`src/rtl/cacheline_adaptor.sv`:
```
// Cache-side line port to 64-bit burst memory adaptor: one 256-bit line read or write
// is serviced as a 4-beat burst, then acknowledged with a single-cycle pmem_resp.
module cacheline_adaptor #(
    parameter int s_offset = 5,
    parameter int s_line   = 256,
    parameter int s_beat   = 64
) (
    input  logic              clk,
    input  logic              rst,
    input  logic              pmem_read,
    input  logic              pmem_write,
    input  logic [31:0]       pmem_address,
    input  logic [s_line-1:0] pmem_wdata,
    output logic [s_line-1:0] pmem_rdata,
    output logic              pmem_resp,
    output logic              burst_read,
    output logic              burst_write,
    output logic [31:0]       burst_address,
    output logic [s_beat-1:0] burst_wdata,
    input  logic [s_beat-1:0] burst_rdata,
    input  logic              burst_resp
);

    localparam int num_beats = s_line / s_beat;
    localparam int CNT_W     = $clog2(num_beats);

    typedef enum logic [1:0] {IDLE, READ, WRITE, DONE} state_e;

    state_e              state_q, state_d;
    logic [CNT_W-1:0]    cnt_q, cnt_d;
    logic [31:0]         addr_q, addr_d;
    logic [s_line-1:0]   buf_q, buf_d;
    logic [s_line-1:0]   rdata_q, rdata_d;
    logic                last_beat;

    assign last_beat = (cnt_q == CNT_W'(num_beats - 1));

    always_comb begin
        state_d = state_q;
        cnt_d   = cnt_q;
        addr_d  = addr_q;
        buf_d   = buf_q;
        rdata_d = rdata_q;
        case (state_q)
            IDLE: begin
                // Write wins when both requests are raised together.
                if (pmem_write) begin
                    state_d = WRITE;
                    addr_d  = {pmem_address[31:s_offset], {s_offset{1'b0}}};
                    buf_d   = pmem_wdata;
                    cnt_d   = '0;
                end else if (pmem_read) begin
                    state_d = READ;
                    addr_d  = {pmem_address[31:s_offset], {s_offset{1'b0}}};
                    cnt_d   = '0;
                end
            end
            READ: begin
                if (burst_resp) begin
                    buf_d[int'(cnt_q)*s_beat +: s_beat] = burst_rdata;
                    if (last_beat) begin
                        state_d = DONE;
                        rdata_d = buf_d;
                        cnt_d   = '0;
                    end else begin
                        cnt_d = cnt_q + CNT_W'(1);
                    end
                end
            end
            WRITE: begin
                if (burst_resp) begin
                    if (last_beat) begin
                        state_d = DONE;
                        cnt_d   = '0;
                    end else begin
                        cnt_d = cnt_q + CNT_W'(1);
                    end
                end
            end
            DONE:    state_d = IDLE;
            default: state_d = IDLE;
        endcase
    end

    always_ff @(posedge clk) begin
        if (rst) begin
            state_q <= IDLE;
            cnt_q   <= '0;
            addr_q  <= '0;
            rdata_q <= '0;
        end else begin
            state_q <= state_d;
            cnt_q   <= cnt_d;
            addr_q  <= addr_d;
            rdata_q <= rdata_d;
        end
    end

    // Line buffer is pure data; its contents only matter once a request has loaded it.
    always_ff @(posedge clk) begin
        buf_q <= buf_d;
    end

    assign pmem_rdata    = rdata_q;
    assign pmem_resp     = (state_q == DONE);
    assign burst_read    = (state_q == READ);
    assign burst_write   = (state_q == WRITE);
    assign burst_address = addr_q;
    assign burst_wdata   = (state_q == WRITE) ? buf_q[int'(cnt_q)*s_beat +: s_beat] : '0;

endmodule

```
`config.mk`:
```
export PLATFORM = sky130hd
export DESIGN_NAME = cacheline_adaptor
export DESIGN_NICKNAME = d
export VERILOG_FILES = /design/src/rtl/cacheline_adaptor.sv
export SDC_FILE = /design/constraint.sdc
export NUM_CORES = 1
export LEC_CHECK = 0
export CORE_AREA = 5 5 278 280
export CTS_BUF_LIST = sky130_fd_sc_hd__clkbuf_4
export CTS_CLUSTER_SIZE = 30
export DETAILED_ROUTE_END_ITERATION = 8
export DIE_AREA = 0 0 283 285
export PLACE_DENSITY_LB_ADDON = 0.2
export SYNTH_ARGS = -nofsm -noshare
export SYNTH_HDL_FRONTEND = slang
export SYNTH_SLANG_ARGS = --single-unit
export TNS_END_PERCENT = 10
```
`constraint.sdc`:
```
create_clock -name clk -period 40 [get_ports clk]
set_input_delay 8 -clock clk [delete_from_list [all_inputs] [get_ports clk]]
set_output_delay 8 -clock clk [all_outputs]
set_load 0.1 [all_outputs]
```
==> results by group, run 1 <==
STA
  – Period utilisation layout: between 30% and 40%
  – Slew HR: roughly 17%
  – RSZ-0062 raised after global routing: no
  – Fin. Hold Viols: 0
  – Total negative slack: 0 ns
  – Fin crit period: approximately 13 ns
  – Fin worst setup slack: around 27 ns
  – Clock skew: 0.0825 ns
  – Slew @ Worst Pin: between 1 and 1.5 ns
  – Final setup viols: 0
  – Final slew viol count: 0
  – Fmax: roughly 0.079 GHz

Power and ir drop
  – Power Dens Cells: between 70 and 80 nW/um2
  – P_leak: about 0.012 uW
  – Peak VDD IR: between 0.06 and 0.07 mV

Synthesis
  – Largest cells by area after synthesis: edfxtp_1 (32%), dfxtp_1 (24%), a21oi_1 (12%), mux4_2 (5.9%), o21ai_0 (5.3%)
  – Mapped Cells: between 2k and 2.5k
  – Main synth FF type: dfxtp_1
  – Post-synth EDFFs: roughly 260
  – Yosys top cell by area: edfxtp_1
  – Simple-Gate Fraction of Synth Area: under 10%
  – Mux share of post-synthesis cell area: under 10%
  – Seq/Total Area, Yosys: a little under three fifths
  – Largest family of logic cells by synthesized area: compound AO/OA/AOI/OAI gates
  – Post-synth ARST share: 0%
  – Synthesis warning total: 0
  – Post-Syn Area: approximately 24000 um2
  – Yosys top cell area share: 31.7%
  – Post-synth cell types: 39
  – Synth Area in Adders: less than 1%
  – Mean post-synth cell area: around 10 um2
  – Synth Area in XOR/XNOR: 0%
  – Number of synthesized register bits: ~540
  – Synth Area in Compound Gates: roughly 25%

Clocking
  – CTS H-tree depth: 4
  – CTS max path bufs: 3
  – Post-CTS setup repair buffer count: 0
  – CTS tree: done
  – Clock Latency Late Sink: 0.97 ns
  – Worst-path clk slew: around 0.060 ns
  – Hold Buf Count CTS: 0
  – Clock sinks: between 500 and 600
  – Root Driver: clkbuf_4
  – Cts repair resizes: 0
  – Clock buffer count from CTS: 154

Worst hold path
  – Worst min path class: reg2reg

Final layout
  – Layout area overhead: 39.4%
  – Post-layout util: 45.6%
  – Nets: between 3k and 4k
  – Most frequent cells in the layout: clkdlybuf4s50_1 (701), a21oi_1 (605), dfxtp_1 (285)
  – Final Instance Area: approximately 34000 um2
  – Fraction of layout cells with a size suffix above 1: a little under an eighth
  – Most common cell after layout, fill and taps aside: clkdlybuf4s50_1
  – Final Non-Filler Cells: ~4.2k

Global routing
  – Vias in the first global route: roughly 24k
  – First-pass GRT wire length: about 150000 um
  – Largest net degree at the start of global routing: 240
  – Grt total ovfl: 0
  – GRT Total Usage: approximately a quarter
  – Initial antenna violation count: 24

Detailed routing
  – DRT Wirelength: about 110000 um
  – 1st-pass router iterations: 5
  – WL/cell: 25.3 um
  – Average via count per standard cell: 5.55
  – Remaining DRCs: 0
  – Routed vias: 23.1k
  – Initial detailed-routing violation count: 1992
  – Routed Antenna Nets: 0

Run status
  – Outcome: finished, final reports clean

Placed design
  – Routability cong.: ~0.86
  – Hpwl dp: 67600 um
  – Port Buffer Count: about 700
  – Post-place setup slack: 27.99 ns
  – Placed Cells: between 3k and 4k
  – Placed cell area: around 32000 um2

Die
  – DIE AREA: slightly above 80000 um2
  – Core Area: 74200 um2
  – Die Wd: about 280 um
  – Ports: around 710
  – Initial Util: approximately a third
  – Num rows: 100
  – Die Ht: about 290 um

Setup path
  – Worst endpoint required time: between 30 and 40 ns
  – Critical path fanouts, max: 38
  – Crit Path Class: reg2out
  – Critical Path Source Type: flop
  – Worst path arrival time: 4.62 ns
  – Element type at the critical path end: primary output

Job
  – Max Cap Violations: 0
==> worst paths after layout <==
kind	startpoint	end	slack, ns	depth (start not counted)
setup / recovery	cnt_q[0]	burst_wdata[40]	27.38	4
hold / removal	burst_address[26]	burst_address[26]	0.46	2
setup reg to reg	cnt_q[0]	pmem_rdata[240]	34.88	7
hold reg to reg	burst_address[26]	burst_address[26]	0.46	2
==> critical path, stage by stage, from the launching register on <==
cell and delay [ns]:
dfxtp_4 0.91, buf_4 0.90, mux4_2 0.59, and2_1 0.18
clkdlybuf4s50_1 1.00
==> metal layers <==
| layer | track usage, % | up-vias | part of all wire (%) |
|---|---|---|---|
| li1 | - | 10330 | - |
| met1 | 29.4 | 11274 | 38 |
| met2 | 40.4 | 1235 | 47 |
| met3 | 8.23 | 251 | 9.8 |
| met4 | 12.2 | 10 | 4.6 |
| met5 | 0 | - | 0.049 |
==> synth_stat cells (7+ instances only) <==
| library cell | n |
|---|---|
| a21oi_1 | 606 |
| a22oi_1 | 86 |
| a32oi_1 | 106 |
| and2_1 | 64 |
| buf_1 | 7 |
| buf_2 | 62 |
| buf_4 | 23 |
| clkbuf_1 | 140 |
| dfxtp_1 | 287 |
| edfxtp_1 | 256 |
| ha_1 | 12 |
| inv_1 | 7 |
| mux4_2 | 64 |
| nand2_1 | 58 |
| nor2_1 | 257 |
| nor2b_1 | 65 |
| o21ai_0 | 256 |
==> registers in the layout, indices dropped and copies added, names as in the netlist <==
signal         cells
burst_address     27
pmem_rdata       256
state_q            2
cnt_q              2
buf_q            256
==> through the flow <==
stage | total power [uW] | hold slack, ns
2_1_floorplan | 1620 | 0.485
6_report | 2390 | 0.456
3_3_place_gp | 1840 | 0.447
3_5_place_dp | 1850 | 0.448
5_1_grt | 2510 | 0.481
4_1_cts | 2400 | 0.457
==> report_power, final <==
group,total (uW),switching (uW),internal (uW)
clock,546,261,285
sequential,871,79.3,791
combinational,976,676,300
==> kinds of logic (layout without fill, tap and decap cells) <==
kind of cell | after synthesis | in the layout
muxes | 67 | 67
other | 1 | 25
AOI/OAI and AO/OA | 1062 | 1062
adders and majority gates | 12 | 12
and+or+nand+nor | 454 | 454
buffers and inverters | 251 | 1029
DFF | 543 | 543
==> area by class of cell <==
cell class	instances	area [um2]
Multi-Input combinational cell	1600	9760
Sequential cell	543	13400
Inverter	10	42.5
Clock buffer	237	1780
Fill cell	7200	40400
Timing Repair Buffer	732	7260
Antenna cell	20	50.0
Clock inverter	50	285
Tap cell	969	1210
Power figures use the tool's default switching activity.
==> run 2, diff against run 1 <==
Settings changed: CORE_AREA 5 5 278 280 to 5 5 272 274, DIE_AREA 0 0 283 285 to 0 0 277 279.
Clock period 40 ns to 13.1 ns, I/O delays scaled along.
==> results by group, run 2 (synthesized netlist as in run 1, its figures left out) <==
Final layout
  – Final Non-Filler Cells: 4136 (was 4161)
  – Fraction of layout cells with a size suffix above 1: 11.5% (was 11.6%)
  – Layout area overhead: 38.9% (was 39.4%)
  – Most frequent cells in the layout: clkdlybuf4s50_1 (701), a21oi_1 (605), dfxtp_1 (285) (unchanged)
  – Most common cell after layout, fill and taps aside: clkdlybuf4s50_1 (unchanged)
  – Nets: 3408 (was 3410)

STA
  – Fin worst setup slack: 5.85 ns (was 27.38 ns)
  – Total negative slack: 0 ns (unchanged)
  – Period utilisation layout: roughly 55%
  – RSZ-0062 raised after global routing: no (unchanged)
  – Final slew viol count: 0 (unchanged)
  – Clock skew: 0.0592 ns (was 0.0825 ns)
  – Final setup viols: 0 (unchanged)
  – Slew @ Worst Pin: 1.49 ns (was 1.25 ns)
  – Slew HR: 0.814% (was 16.6%)
  – Fin. Hold Viols: 0 (unchanged)
  – Fin crit period: between 7 and 8 ns
  – Fmax: approximately 0.14 GHz

Setup path
  – Critical Path Source Type: flop (unchanged)
  – Crit Path Class: reg2out (unchanged)
  – Worst endpoint required time: 10.48 ns (was 32.00 ns)
  – CP bufs+invs: 2 (unchanged)
  – Critical Path Max Stage Delay: 1.01 ns (was 1.00 ns)
  – Element type at the critical path end: primary output (unchanged)
  – Worst reg-to-reg setup slack: 8.16 ns (was 34.88 ns)
  – CP max stage cell: clkdlybuf4s50_1 (unchanged)
  – CP top delay family: buffers and inverters (unchanged)
  – Worst path arrival time: 4.63 ns (was 4.62 ns)
  – Critical path fanouts, max: 38 (unchanged)
  – CP cell instances: buf_4, mux4_2, and2_1, clkdlybuf4s50_1 (unchanged)

Placed design
  – Placed Cells: 3835 (was 3854)
  – Routability cong.: 0.871 (was 0.865)
  – Post-place setup slack: 6.73 ns (was 27.99 ns)
  – Port Buffer Count: 701 (unchanged)
  – Hpwl dp: 65200 um (was 67600 um)

Detailed routing
  – Metal-1 WL: 40000 um (was 40300 um)
  – Remaining DRCs: 0 (unchanged)
  – Routed vias: 23.2k (was 23.1k)
  – Top Metal Used: met5 (unchanged)
  – Met3 routed WL: 9720 um (was 10300 um)
  – Average via count per standard cell: 5.61 (was 5.55)
  – Met2 wire len: 50300 um (was 49800 um)
  – DRT Wirelength: 103000 um (was 105000 um)
  – 1st-pass router iterations: 5 (unchanged)
  – Initial detailed-routing violation count: 2225 (was 1992)
  – WL/cell: 25.0 um (was 25.3 um)
  – Routed Antenna Nets: 0 (unchanged)

Clocking
  – Root Driver: clkbuf_4 (unchanged)
  – Clock buffer count from CTS: 152 (was 154)
  – CTS max path bufs: 3 (unchanged)
  – Clock Latency Late Sink: 0.99 ns (was 0.97 ns)
  – Cts repair resizes: 0 (unchanged)
  – Hold Buf Count CTS: 0 (unchanged)
  – Worst-path clk slew: 0.08 ns (was 0.06 ns)
  – Clock sinks: 543 (unchanged)
  – Post-CTS setup repair buffer count: 0 (unchanged)
  – CTS H-tree depth: 4 (unchanged)
  – CTS tree: done (unchanged)

Job
  – Max Cap Violations: 0 (unchanged)

Power and ir drop
  – Peak VDD IR: 0.161 mV (was 0.0652 mV)
  – Power Dens Cells: 215 nW/um2 (was 70.7 nW/um2)
  – P_leak: 0.0120 uW (about the same)

Run status
  – Outcome: finished, final reports clean (unchanged)

Die
  – Die Ht: 279 um (was 285 um)
  – Die Wd: 277 um (was 283 um)
  – Initial Util: 34.1% (was 32.7%)
  – DIE AREA: 77300 um2 (was 80700 um2)
  – Num rows: 98 (was 100)
  – Ports: 712 (unchanged)
  – Core Area: 71100 um2 (was 74200 um2)

Global routing
  – First-pass GRT wire length: 150000 um (was 152000 um)
  – Largest net degree at the start of global routing: 271 (was 240)
  – Initial antenna violation count: 21 (was 24)
  – Grt total ovfl: 0 (unchanged)
  – GRT Total Usage: 25.2% (was 24.7%)
  – Vias in the first global route: 23.7k (was 23.6k)

Worst hold path
  – Worst min path class: reg2reg (unchanged)
run 2: changes by cell type in the layout (fill, tap and decap cells not counted):
cell        delta
clkinv_1       -1
clkbuf_4      -10
inv_2          +2
bufinv_16      -1
clkinv_4       +1
clkinvlp_4     -1
diode_2        +1
clkinv_2       +3
run 2: final cells by class:
class                      count  area, um2
fill                        6774      37400
sequential                   543      13400
multi-input combinational   1600       9760
timing repair buffer         732       7260
clock buffer                 227       1700
tap                          950       1190
clock inverter                53        275
antenna                       21       52.6
inverter                      10       42.5
run 2: report_power, final:
part	switching [uW]	internal (uW)
Combinational	2070	917
Clock	785	822
Sequential	232	2420
run 2: worst register-to-register path: stages, from the launching register on:
cell and delay (ns):
dfxtp_4 0.91, buf_4 0.92, ha_1 0.37, and3_4 0.49
buf_4 0.73, buf_4 0.96, o21ai_0 0.28, a21oi_1 0.23
run 2: worst paths after layout:
| check | from | to | cells after the start |
|---|---|---|---|
| min | burst_address[6] | burst_address[6] | 2 |
| max reg2reg | cnt_q[0] | pmem_rdata[54] | 7 |
| max | cnt_q[0] | burst_wdata[43] | 4 |
| min reg2reg | burst_address[6] | burst_address[6] | 2 |
run 2: through the flow:
step                area [um2]  utilization [%]  hold slack, ns  power, uW
finish                   33700             47.4           0.461       7240
global route             33700             47.4           0.480       7610
CTS                      33700             47.3           0.460       7260
detailed placement       31700             44.6           0.448       5650
global placement         31700             44.6           0.444       5590
floorplan                24300                -           0.485       4830
run 2: routing by layer:
layer,track usage (%),up-vias
met5,0,-
met4,9.86,6
met3,7.56,221
met2,42.1,1242
met1,30.8,11400
li1,-,10316
==> run 3, diff against run 2 <==
Clock period 13.1 ns to 7.5 ns, I/O delays scaled along.
==> results by group, run 3 <==
Clocking
  – Root Driver: clkbuf_4 (unchanged)
  – Post-CTS setup repair buffer count: 0 (unchanged)
  – CTS max path bufs: 3 (unchanged)
  – CTS H-tree depth: 4 (unchanged)
  – Clock buffer count from CTS: 153 (was 152)
  – Clock sinks: 543 (unchanged)
  – Cts repair resizes: 0 (unchanged)
  – Hold Buf Count CTS: 0 (unchanged)

Placed design
  – Hpwl dp: 64900 um (was 65200 um)
  – Post-place setup slack: 2.67 ns (was 6.73 ns)
  – Routability cong.: 0.876 (was 0.871)
  – Placed Cells: 3831 (was 3835)
  – Port Buffer Count: 701 (unchanged)
  – Placed cell area: 31700 um2 (about the same)

Die
  – Num rows: 98 (unchanged)
  – Initial Util: 34.1% (unchanged)
  – Ports: 712 (unchanged)
  – Die Ht: 279 um (unchanged)
  – Die Wd: 277 um (unchanged)

Synthesis
  – Post-Syn Area: 24300 um2 (unchanged)
  – Post-synth cell types: 39 (unchanged)
  – Seq/Total Area, Yosys: 55.3% (unchanged)
  – Commonest cells in the netlist: a21oi_1 (606), dfxtp_1 (287), nor2_1 (257) (unchanged)
  – Count leader, synth: a21oi_1 (unchanged)
  – Mean post-synth cell area: 10.2 um2 (unchanged)
  – Number of synthesized register bits: 543 (unchanged)
  – Post-synth ARST share: 0% (unchanged)
  – Mapped Cells: 2390 (unchanged)
  – Yosys top cell by area: edfxtp_1 (unchanged)
  – Synthesis warning total: 0 (unchanged)
  – Largest cells by area after synthesis: edfxtp_1 (32%), dfxtp_1 (24%), a21oi_1 (12%), mux4_2 (5.9%), o21ai_0 (5.3%) (unchanged)
  – Yosys top cell area share: 31.7% (unchanged)
  – Main synth FF type: dfxtp_1 (unchanged)
  – Post-synth EDFFs: 256 (unchanged)

Global routing
  – First-pass GRT wire length: 150000 um (about the same)
  – Grt total ovfl: 0 (unchanged)
  – GRT Total Usage: 25.1% (was 25.2%)
  – Initial antenna violation count: 25 (was 21)
  – Vias in the first global route: 23.3k (was 23.7k)
  – Largest net degree at the start of global routing: 217 (was 271)

Run status
  – Stop err: Error: net796 1 pin not visited #guides = 318
  – Outcome: did not finish (was finished, final reports clean)
  – Failing step: detailed routing
[run 3: metrics by stage]
step	hold WS, ns	util, %
after global routing	0.474	47.6
after CTS	0.457	47.5
after detailed placement	0.451	44.6
after global placement	0.442	44.6
after floorplan	0.485	-
[run 3: cell families after synthesis]
logic type / after synthesis / synth area share (%)
and+or+nand+nor: 454 / 8.55
AOI/OAI and AO/OA: 1062 / 24.5
other: 1 / 0.0155
adders and majority gates: 12 / 0.619
muxes: 67 / 6.06
buffers and inverters: 251 / 4.88
DFF: 543 / 55.3
[run 3: metal layers]
| metal | global-route usage (%) |
|---|---|
| met1 | 30.8 |
| met2 | 41.4 |
| met3 | 7.15 |
| met4 | 11.1 |
| met5 | 0 |
==> run 4, diff against run 3 <==
Settings changed: CORE_AREA 5 5 272 274 to 5 5 276 278, CTS_BUF_LIST sky130_fd_sc_hd__clkbuf_4 to unset, CTS_CLUSTER_SIZE 30 to unset, DIE_AREA 0 0 277 279 to 0 0 281 283, PLACE_DENSITY_LB_ADDON 0.2 to 0.15.
==> results by group, run 4 (synthesized netlist as in run 1, its figures left out) <==
Run status
  – Outcome: finished, final reports clean (was did not finish)

Die
  – DIE AREA: between 70000 and 80000 um2
  – Initial Util: 32.9% (was 34.1%)
  – Ports: 712 (unchanged)
  – Die Wd: 281 um (was 277 um)
  – Core Area: between 70000 and 80000 um2
  – Num rows: 100 (was 98)
  – Die Ht: 283 um (was 279 um)

Worst hold path
  – Hold_sp: burst_address[30]
  – Hold Path Sink: burst_address[30]
  – Worst min path class: reg2reg
  – Hold Crit Depth: 2

Final layout
  – Most frequent cells in the layout: clkdlybuf4s50_1 (700), a21oi_1 (605), dfxtp_1 (285)
  – Nets: between 3k and 4k
  – Most common cell after layout, fill and taps aside: clkdlybuf4s50_1
  – Fraction of layout cells with a size suffix above 1: ~6.6%
  – Layout area overhead: 39.0%
  – Final Non-Filler Cells: a little under 4k

Placed design
  – Routability cong.: 0.860 (was 0.876)
  – Hpwl dp: 67500 um (was 64900 um)
  – Port Buffer Count: 701 (unchanged)
  – Placed Cells: 3849 (was 3831)

Detailed routing
  – WL/cell: about 26 um
  – DRT Wirelength: ~100000 um
  – Routed vias: roughly 22k
  – Average via count per standard cell: 5.64
  – Routed Antenna Nets: 0
  – Initial detailed-routing violation count: approximately 2.2k
  – 1st-pass router iterations: 6
  – Remaining DRCs: 0

Clocking
  – CTS max path bufs: 3 (unchanged)
  – Clock buffer count from CTS: 61 (was 153)
  – Root Driver: clkbuf_16 (was clkbuf_4)
  – Post-CTS setup repair buffer count: 0 (unchanged)
  – Clock Latency Late Sink: approximately 0.63 ns
  – Cts repair resizes: 0 (unchanged)
  – Hold Buf Count CTS: 0 (unchanged)
  – CTS tree: done
  – CTS H-tree depth: 2 (was 4)
  – Worst-path clk slew: roughly 0.060 ns
  – Clock sinks: 543 (unchanged)

Power and ir drop
  – Clk network pwr share: a little under a quarter
  – Power Dens Cells: between 300 and 400 nW/um2
  – Sequential power share: 36.2%
  – Internal Power: around 7600 uW
  – P_leak: about 0.012 uW
  – Logic pwr share: 40.6%
  – Peak VDD IR: slightly below 0.4 mV
  – Sw Share: about two fifths
  – P_sw: 5280 uW

Global routing
  – Largest net degree at the start of global routing: 239 (was 217)
  – Vias in the first global route: 22.6k (was 23.3k)
  – Initial antenna violation count: 23 (was 25)
  – Grt total ovfl: 0 (unchanged)
  – First-pass GRT wire length: 151000 um (was 150000 um)
  – GRT Total Usage: 24.8% (was 25.1%)

STA
  – Total negative slack: 0 ns
  – Fin crit period: 5.69 ns
  – Slew @ Worst Pin: roughly 1.2 ns
  – Final slew viol count: 0
  – Period utilisation layout: about three quarters
  – Fin. Hold Viols: 0
  – Fmax: 0.176 GHz
  – Hold_ws: 0.457 ns
  – Clock skew: between 0.015 and 0.02 ns
  – Slew HR: 20.4%
  – Final setup viols: 0
  – RSZ-0062 raised after global routing: no

Setup path
  – Critical path fanouts, max: 34
  – Worst reg-to-reg path cell count: 7
  – Crit Path Class: reg2out
  – Reg-to-Reg Start: cnt_q[1]
  – CP cell instances: inv_1, ha_2, buf_4, and2_1, clkdlybuf4s50_1
  – Critical Path Source Type: flop
  – FF-to-FF End: buf_q[128]
  – Worst reg-to-reg setup slack: 3.06 ns
  – Worst path arrival time: ~4.2 ns
  – Element type at the critical path end: primary output
  – Worst endpoint required time: roughly 6.0 ns
  – Critical Path Max Stage Delay: 1.21 ns
  – CP max stage cell: clkdlybuf4s50_1

Job
  – Max Cap Violations: 0
-- run 4: layout make-up --
class                      instances  area [um2]
antenna                           16        40.0
timing repair buffer             727        7280
multi-input combinational       1600        9760
sequential                       543       13400
clock inverter                    19         198
inverter                          10        46.3
tap                              969        1210
fill                            6897       40000
clock buffer                      93        1760
-- run 4: critical path: cells and delay by family (launching register included) --
family	cells	cell delay [ns]
buffers and inverters	3	1.93
adders and majority gates	1	0.96
and+or+nand+nor	1	0.28
DFF	1	0.37
-- run 4: how the worst max path moves through the flow --
stage          slack (ns)         endpoint       start
6_report             1.81  burst_wdata[20]  state_q[0]
4_1_cts              1.82  burst_wdata[18]  state_q[0]
3_3_place_gp         2.46  burst_wdata[18]  state_q[0]
2_1_floorplan        0.91         buf_q[0]  state_q[1]
5_1_grt              1.70  burst_wdata[20]  state_q[0]
3_5_place_dp         2.49  burst_wdata[18]  state_q[0]
-- run 4: routing by layer --
layer | up-vias | track usage [%] | share of wire (%)
met5 | - | 0 | 0.077
met4 | 12 | 8.40 | 3.6
met3 | 203 | 6.28 | 9.5
met2 | 1129 | 41.7 | 48
met1 | 11089 | 31.2 | 39
li1 | 9994 | - | -
-- run 4: stage by stage --
stage                     total power [uW]  utilization, %  setup slack, ns  area, um2
final                                12900            45.8             1.81      33700
after global routing                 13400            45.8             1.70      33700
after floorplan                       8330               -            0.913      24300
after detailed placement              9930            43.1             2.49      31700
after global placement                9830            43.1             2.46      31700
after CTS                            12900            45.7             1.82      33700
-- run 4: power groups by stage --
stage                     Combinational (uW)  Clock, uW  Sequential (uW)
after floorplan                         3520          0             4810
after global placement                  5170          0             4660
after detailed placement                5230          0             4700
after CTS                               5240       3040             4640
after global routing                    5550       3160             4730
final                                   5220       2990             4650
